`config.mk`:
```
export PLATFORM = sky130hd
export DESIGN_NAME = tile_lane_sequencer
export DESIGN_NICKNAME = d
export VERILOG_FILES = /design/src/rtl/tile_pkg.sv /design/src/rtl/tile_period_timer.sv /design/src/rtl/tile_lane_sequencer.sv
export SDC_FILE = /design/constraint.sdc
export NUM_CORES = 1
export LEC_CHECK = 0
export BUFFER_PORTS_ARGS = -buffer_cell sky130_fd_sc_hd__buf_2
export CAP_MARGIN = 20
export CORE_MARGIN = 2
export CORE_UTILIZATION = 45
export DETAILED_ROUTE_END_ITERATION = 8
export HOLD_SLACK_MARGIN = 0.15
export PLACE_DENSITY = 0.76
export REMOVE_ABC_BUFFERS = 1
export SLEW_MARGIN = 10
export SYNTH_ARGS = -nofsm -noshare
export SYNTH_HDL_FRONTEND = slang
export SYNTH_SLANG_ARGS = --single-unit
```
`constraint.sdc`:
```
create_clock -name clk -period 3.91 [get_ports clk]
set_input_delay 0 -clock clk [delete_from_list [all_inputs] [get_ports clk]]
set_output_delay 0 -clock clk [all_outputs]
set_load 0.01 [all_outputs]
```
`src/rtl/tile_pkg.sv`:
```
// Shared constants, row type and lane decode for the tile lane sequencer.
// Latency: none (declarations and a pure function only).
// Backpressure: not applicable.
package tile_pkg;

  localparam int NUM_LANES   = 4;
  localparam int DEPTH       = 4;
  localparam int CNT_W       = 26;
  localparam int PERIOD_INIT = 25000000;
  localparam int PERIOD_MIN  = 5000000;
  localparam int PERIOD_STEP = 250000;

  // Widest lane count the decode helper can represent.
  localparam int MAX_LANES   = 32;

  typedef logic [NUM_LANES-1:0] row_t;

  // One-hot lane decode; values outside the lane range give an all-zero gap row.
  function automatic logic [MAX_LANES-1:0] lane_to_onehot(input int unsigned ran,
                                                         input int unsigned lanes = NUM_LANES);
    logic [MAX_LANES-1:0] oh;
    oh = '0;
    if (ran < lanes) begin
      oh = MAX_LANES'(1) << ran;
    end
    return oh;
  endfunction

endpackage

```
`src/rtl/tile_period_timer.sv`:
```
// Row period timer: counts 0..period-1 and shortens the period after every row.
// Latency: tick is combinational from the count; the new period applies from the next interval.
// Backpressure: en=0 freezes the count and period; restart reloads regardless of en.
module tile_period_timer #(
  parameter int CNT_W       = tile_pkg::CNT_W,
  parameter int PERIOD_INIT = tile_pkg::PERIOD_INIT,
  parameter int PERIOD_MIN  = tile_pkg::PERIOD_MIN,
  parameter int PERIOD_STEP = tile_pkg::PERIOD_STEP
) (
  input  logic             clk,
  input  logic             rst_n,
  input  logic             en,
  input  logic             restart,
  output logic             tick,
  output logic [CNT_W-1:0] period
);

  logic [CNT_W-1:0] cnt;
  logic [CNT_W:0]   diff;
  logic [CNT_W-1:0] next_period;

  // Saturating decrement; the extra bit catches a borrow when the step exceeds the period.
  always_comb begin
    diff = {1'b0, period} - (CNT_W+1)'(PERIOD_STEP);
    if (diff[CNT_W] || (diff[CNT_W-1:0] < CNT_W'(PERIOD_MIN))) begin
      next_period = CNT_W'(PERIOD_MIN);
    end else begin
      next_period = diff[CNT_W-1:0];
    end
  end

  assign tick = en && (cnt == (period - CNT_W'(1)));

  // Count within the interval; on the last count wrap and load the shorter period.
  always_ff @(posedge clk or negedge rst_n) begin
    if (!rst_n) begin
      cnt    <= '0;
      period <= CNT_W'(PERIOD_INIT);
    end else if (restart) begin
      cnt    <= '0;
      period <= CNT_W'(PERIOD_INIT);
    end else if (tick) begin
      cnt    <= '0;
      period <= next_period;
    end else if (en) begin
      cnt    <= cnt + CNT_W'(1);
    end
  end

endmodule

```
`src/rtl/tile_lane_sequencer.sv`:
```
// Tile row generator: one one-hot (or gap) row per period, DEPTH-row scrolling history.
// Latency: ran is sampled on the tick edge; state, rows and state_change update on that same edge.
// Backpressure: en=0 holds all state; restart clears the game and wins over a tick.
// Optional feature macro: TILE_NO_REPEAT_EN (rotate a lane that would repeat the previous row).
module tile_lane_sequencer #(
  parameter int NUM_LANES   = tile_pkg::NUM_LANES,
  parameter int RAND_W      = 3,
  parameter int DEPTH       = tile_pkg::DEPTH,
  parameter int CNT_W       = tile_pkg::CNT_W,
  parameter int PERIOD_INIT = tile_pkg::PERIOD_INIT,
  parameter int PERIOD_MIN  = tile_pkg::PERIOD_MIN,
  parameter int PERIOD_STEP = tile_pkg::PERIOD_STEP
) (
  input  logic                       clk,
  input  logic                       rst_n,
  input  logic                       en,
  input  logic                       restart,
  input  logic [RAND_W-1:0]          ran,
  output logic [NUM_LANES-1:0]       state,
  output logic [NUM_LANES*DEPTH-1:0] rows,
  output logic                       state_change,
  output logic [CNT_W-1:0]           period,
  output logic [15:0]                row_count
);

  import tile_pkg::*;

  logic                 tick;
  logic [NUM_LANES-1:0] newrow;

  tile_period_timer #(
    .CNT_W       (CNT_W),
    .PERIOD_INIT (PERIOD_INIT),
    .PERIOD_MIN  (PERIOD_MIN),
    .PERIOD_STEP (PERIOD_STEP)
  ) u_timer (
    .clk     (clk),
    .rst_n   (rst_n),
    .en      (en),
    .restart (restart),
    .tick    (tick),
    .period  (period)
  );

`ifdef TILE_NO_REPEAT_EN
  logic [NUM_LANES-1:0] raw_row;

  // Decode the lane; a lane equal to the previous row moves on to the next lane.
  always_comb begin
    raw_row = NUM_LANES'(lane_to_onehot(32'(ran), NUM_LANES));
    newrow  = raw_row;
    if ((raw_row != '0) && (raw_row == state)) begin
      newrow = NUM_LANES'(lane_to_onehot((32'(ran) + 32'd1) % 32'(NUM_LANES), NUM_LANES));
    end
  end
`else
  // Decode the lane directly; repeats of the previous lane are allowed.
  always_comb begin
    newrow = NUM_LANES'(lane_to_onehot(32'(ran), NUM_LANES));
  end
`endif

  // Row history, newest row, pulse and row counter all move together on a tick.
  always_ff @(posedge clk or negedge rst_n) begin
    if (!rst_n) begin
      state        <= '0;
      rows         <= '0;
      state_change <= 1'b0;
      row_count    <= '0;
    end else if (restart) begin
      state        <= '0;
      rows         <= '0;
      state_change <= 1'b0;
      row_count    <= '0;
    end else if (tick) begin
      for (int i = DEPTH - 1; i > 0; i--) begin
        rows[i*NUM_LANES +: NUM_LANES] <= rows[(i-1)*NUM_LANES +: NUM_LANES];
      end
      rows[NUM_LANES-1:0] <= newrow;
      state               <= newrow;
      state_change        <= 1'b1;
      if (row_count != 16'hFFFF) begin
        row_count <= row_count + 16'd1;
      end
    end else begin
      state_change <= 1'b0;
    end
  end

endmodule

```
==> metrics.md <==
| Metric | Value |
|---|---|
| H-tree depth | `3` |
| Post-synthesis async set-or-reset flop share | `100.0%` |
| Reg2reg start | `u_timer.period[10]$_DFFE_PN0P_` |
| Design area | `6401 µm²` |
| Yosys reg bits | `81` |
| Setup ws final | `0.1352 ns` |
| Post-Route WL | `15,610 µm` |
| Hold path startpoint | `restart` |
| Placed Area | `5912 µm²` |
| Worst vdd ir | `0.2535 mV` |
| TritonCTS clock tree | `yes` |
| Die ar. | `13,110 µm²` |
| Static Leak | `2.618 nW` |
| EDFF count, synth | `0` |
| Clk slew on worst S/H paths | `0.06 ns` |
| Sequential fraction of the synthesis area | `37.16%` |
| ANT nets after route | `0` |
| Setup WS pre-CTS | `0.2761 ns` |
| Fin crit period | `3.775 ns` |
| Mean post-synth cell area | `8.276 µm²` |
| Worst-margin pin slew | `0.6226 ns` |
| Non-filler cells, final | `872` |
| Critical path type | `reg2reg` |
| PD cells | `269.2 nW/µm²` |
| Final design utilization | `53.51%` |
| Setup-failing EPs final | `0` |
| Count of pins over their slew limit | `0` |
| DR DRC count | `0` |
| Tot GR Track Use | `24.41%` |
| Vias in the first global route | `5,046` |
| Area Growth Syn to Fin | `16.48%` |
| Area of the mapped netlist | `5495 µm²` |
| Core ar. | `11,960 µm²` |
| Placed Cells | `842` |
| Crit path max fanout | `17` |
| Hold WC Path Type | `in2reg` |
| Antenna cells | `0` |
| Rel. slew slack | `58.45%` |
| Clk_lat worst skew | `0.35 ns` |
| Largest net degree at the start of global routing | `82` |
| Critical Path Sink Type | `flip-flop` |
| Crit. Startpoint | `u_timer.period[10]$_DFFE_PN0P_` |
| Total CTS buffers | `9` |
| Share of cells above drive strength 1 | `20.69%` |
| Gpl congestion | `0.9678` |
| Max Clk Rate | `0.2649 GHz` |
| Detailed-route via count | `5,327` |
| Die Width | `114.5 µm` |
| Initial Util | `45.94%` |
| Prevailing post-synth register cell | `dfrtp_1` |
| IO Port Bufs | `65` |
| Boundary pin count | `70` |
| 1st-iter DRT viols | `415` |
| Crit path DAT | `4.05 ns` |
| Final hold violations | `0` |
| Drt wl/cell | `17.90 µm` |
| PnR Total Power | `1.723 mW` |
| Yosys cell types | `75` |
| Max-Cap Viols | `0` |
| Clock Tree Buf Depth | `2` |
| Worst endpoint required time | `4.18 ns` |
| Initial antenna violation count | `0` |
| First-pass GRT wire length | `25,430 µm` |
| Root Driver | `clkbuf_16` |
| GRT overflow | `0` |
| Startpoint types | `flip-flop` |
| Syn Inst Count | `664` |
| Skew final | `0.007361 ns` |
| Rows | `40` |
| Status | `finished, final reports clean` |
| Drt pass-1 iters | `5` |
| CTS Sinks | `81` |
| Number of vias per cell | `6.109` |
| Yosys warns | `0` |
| Die Ht | `114.5 µm` |
| Final #Nets | `730` |
| Dpl hpwl | `10,840 µm` |
| Crit share post-route | `96.54%` |
## final cells by class
class | count | area, µm²
clock buffer | 10 | 239.0
clock inverter | 6 | 51.30
fill | 1093 | 5560
inverter | 9 | 33.78
multi-input combinational | 520 | 3211
sequential | 81 | 2043
tap | 147 | 183.9
timing repair buffer | 99 | 639.4
## placed cells by master (no fill, tap or decap), types with 9 or more instances in the layout
master and instances:
and3_1 15, o21ai_0 21, clkbuf_16 9, nor3_1 20, nor2_1 77, inv_1 9
buf_4 24, nand4_1 11, buf_2 64, dfstp_2 12, nand2_1 82, dfrtp_1 68
xnor2_1 19, xor2_1 31, a21oi_1 42, nand3_1 36
## synth_stat cells (all sizes together) (6+ instances only)
library cell | number | area, µm²
a21oi | 43 | 215.2
a31oi | 6 | 37.54
and2 | 8 | 50.05
and3 | 15 | 93.84
and4 | 8 | 70.07
buf | 20 | 128.9
clkbuf | 37 | 140.1
dfrtp | 69 | 1727
dfstp | 12 | 315.3
inv | 9 | 33.78
nand2 | 83 | 314.1
nand2b | 6 | 37.54
nand3 | 37 | 190.2
nand3b | 6 | 45.04
nand4 | 11 | 68.82
nor2 | 77 | 289.0
nor3 | 21 | 116.4
nor4 | 8 | 71.32
o21ai | 22 | 110.1
o31ai | 7 | 52.55
or3 | 8 | 50.05
or4 | 6 | 48.80
xnor2 | 19 | 166.4
xor2 | 31 | 271.5
## final timing paths
| check | endpoint | slack (ns) | cells after the start |
|---|---|---|---|
| min in group asynchronous | u_timer.period[25]$_DFFE_PN0P_ | 0.58 | 3 |
| worst max-delay path | rows[3]$_DFFE_PN0P_ | 0.14 | 11 |
| worst min register to register | rows[14]$_DFFE_PN0P_ | 0.52 | 2 |
| worst max register to register | rows[3]$_DFFE_PN0P_ | 0.14 | 11 |
| max in group asynchronous | u_timer.period[11]$_DFFE_PN1P_ | 2.69 | 4 |
| worst min-delay path | u_timer.cnt[23]$_DFFE_PN0P_ | 0.32 | 5 |
## power breakdown
group | internal [mW] | total (mW) | switching [mW]
combinational | 0.0158 | 0.0572 | 0.0414
clock | 0.455 | 0.824 | 0.369
sequential | 0.840 | 0.842 | 0.00193
## per-stage QoR
| step | hold WS [ns] | setup TNS (ns) |
|---|---|---|
| after floorplan | -0.2956 | 0 |
| after global placement | 0.2410 | 0 |
| after detailed placement | 0.2417 | 0 |
| after CTS | 0.3143 | 0 |
| after global routing | 0.3622 | -0.1516 |
| final | 0.3202 | 0 |
## per-layer routing
metal  track usage (%)  vias up  routed length [µm]
li1                  -     2489                   -
met1             33.32     2576                6814
met2             37.67      213                7333
met3             3.812       49                 914
met4             12.20        0                 550
met5                 0        -                   0
## flip-flops by register name, summed over array words and instances, names as in the netlist
| name | cells |
|---|---|
| row_count | 16 |
| rows | 13 |
| state | 3 |
| state_change | 1 |
| u_timer.cnt | 26 |
| u_timer.period | 22 |
## worst max-delay path, cell delays in order (launching register included)
cell and delay [ns]:
dfrtp_1 0.46, or4_4 0.58, nor3_4 0.20, nand3_2 0.14
a2111oi_4 0.41, o2111ai_2 0.23, nor4_4 0.41, and2_1 0.23
buf_6 0.19, nand4b_1 0.11, dlygate4sd3_1 0.58, a21oi_1 0.15
## kinds of logic (layout without fill, tap and decap cells)
kind of cell	count (synthesis)	count (layout)	share of synthesized area, %
simple gates	315	315	29.35
compound gates	141	141	17.90
flops	81	81	37.16
buf+inv	66	124	5.510
xor+xnor	50	50	7.969
mux	7	7	1.366
fa+ha+maj	3	3	0.6831
other cells	1	4	0.06824
## what timing repair did
item / CTS / global route
gates resized for setup: 0 / 11
setup buffers: 0 / 5
hold buffers: 7 / 1
endpoints found under the setup margin: 0 / 28
hold endpoints to repair: 77 / 4
(Power assumes the default switching activity.)
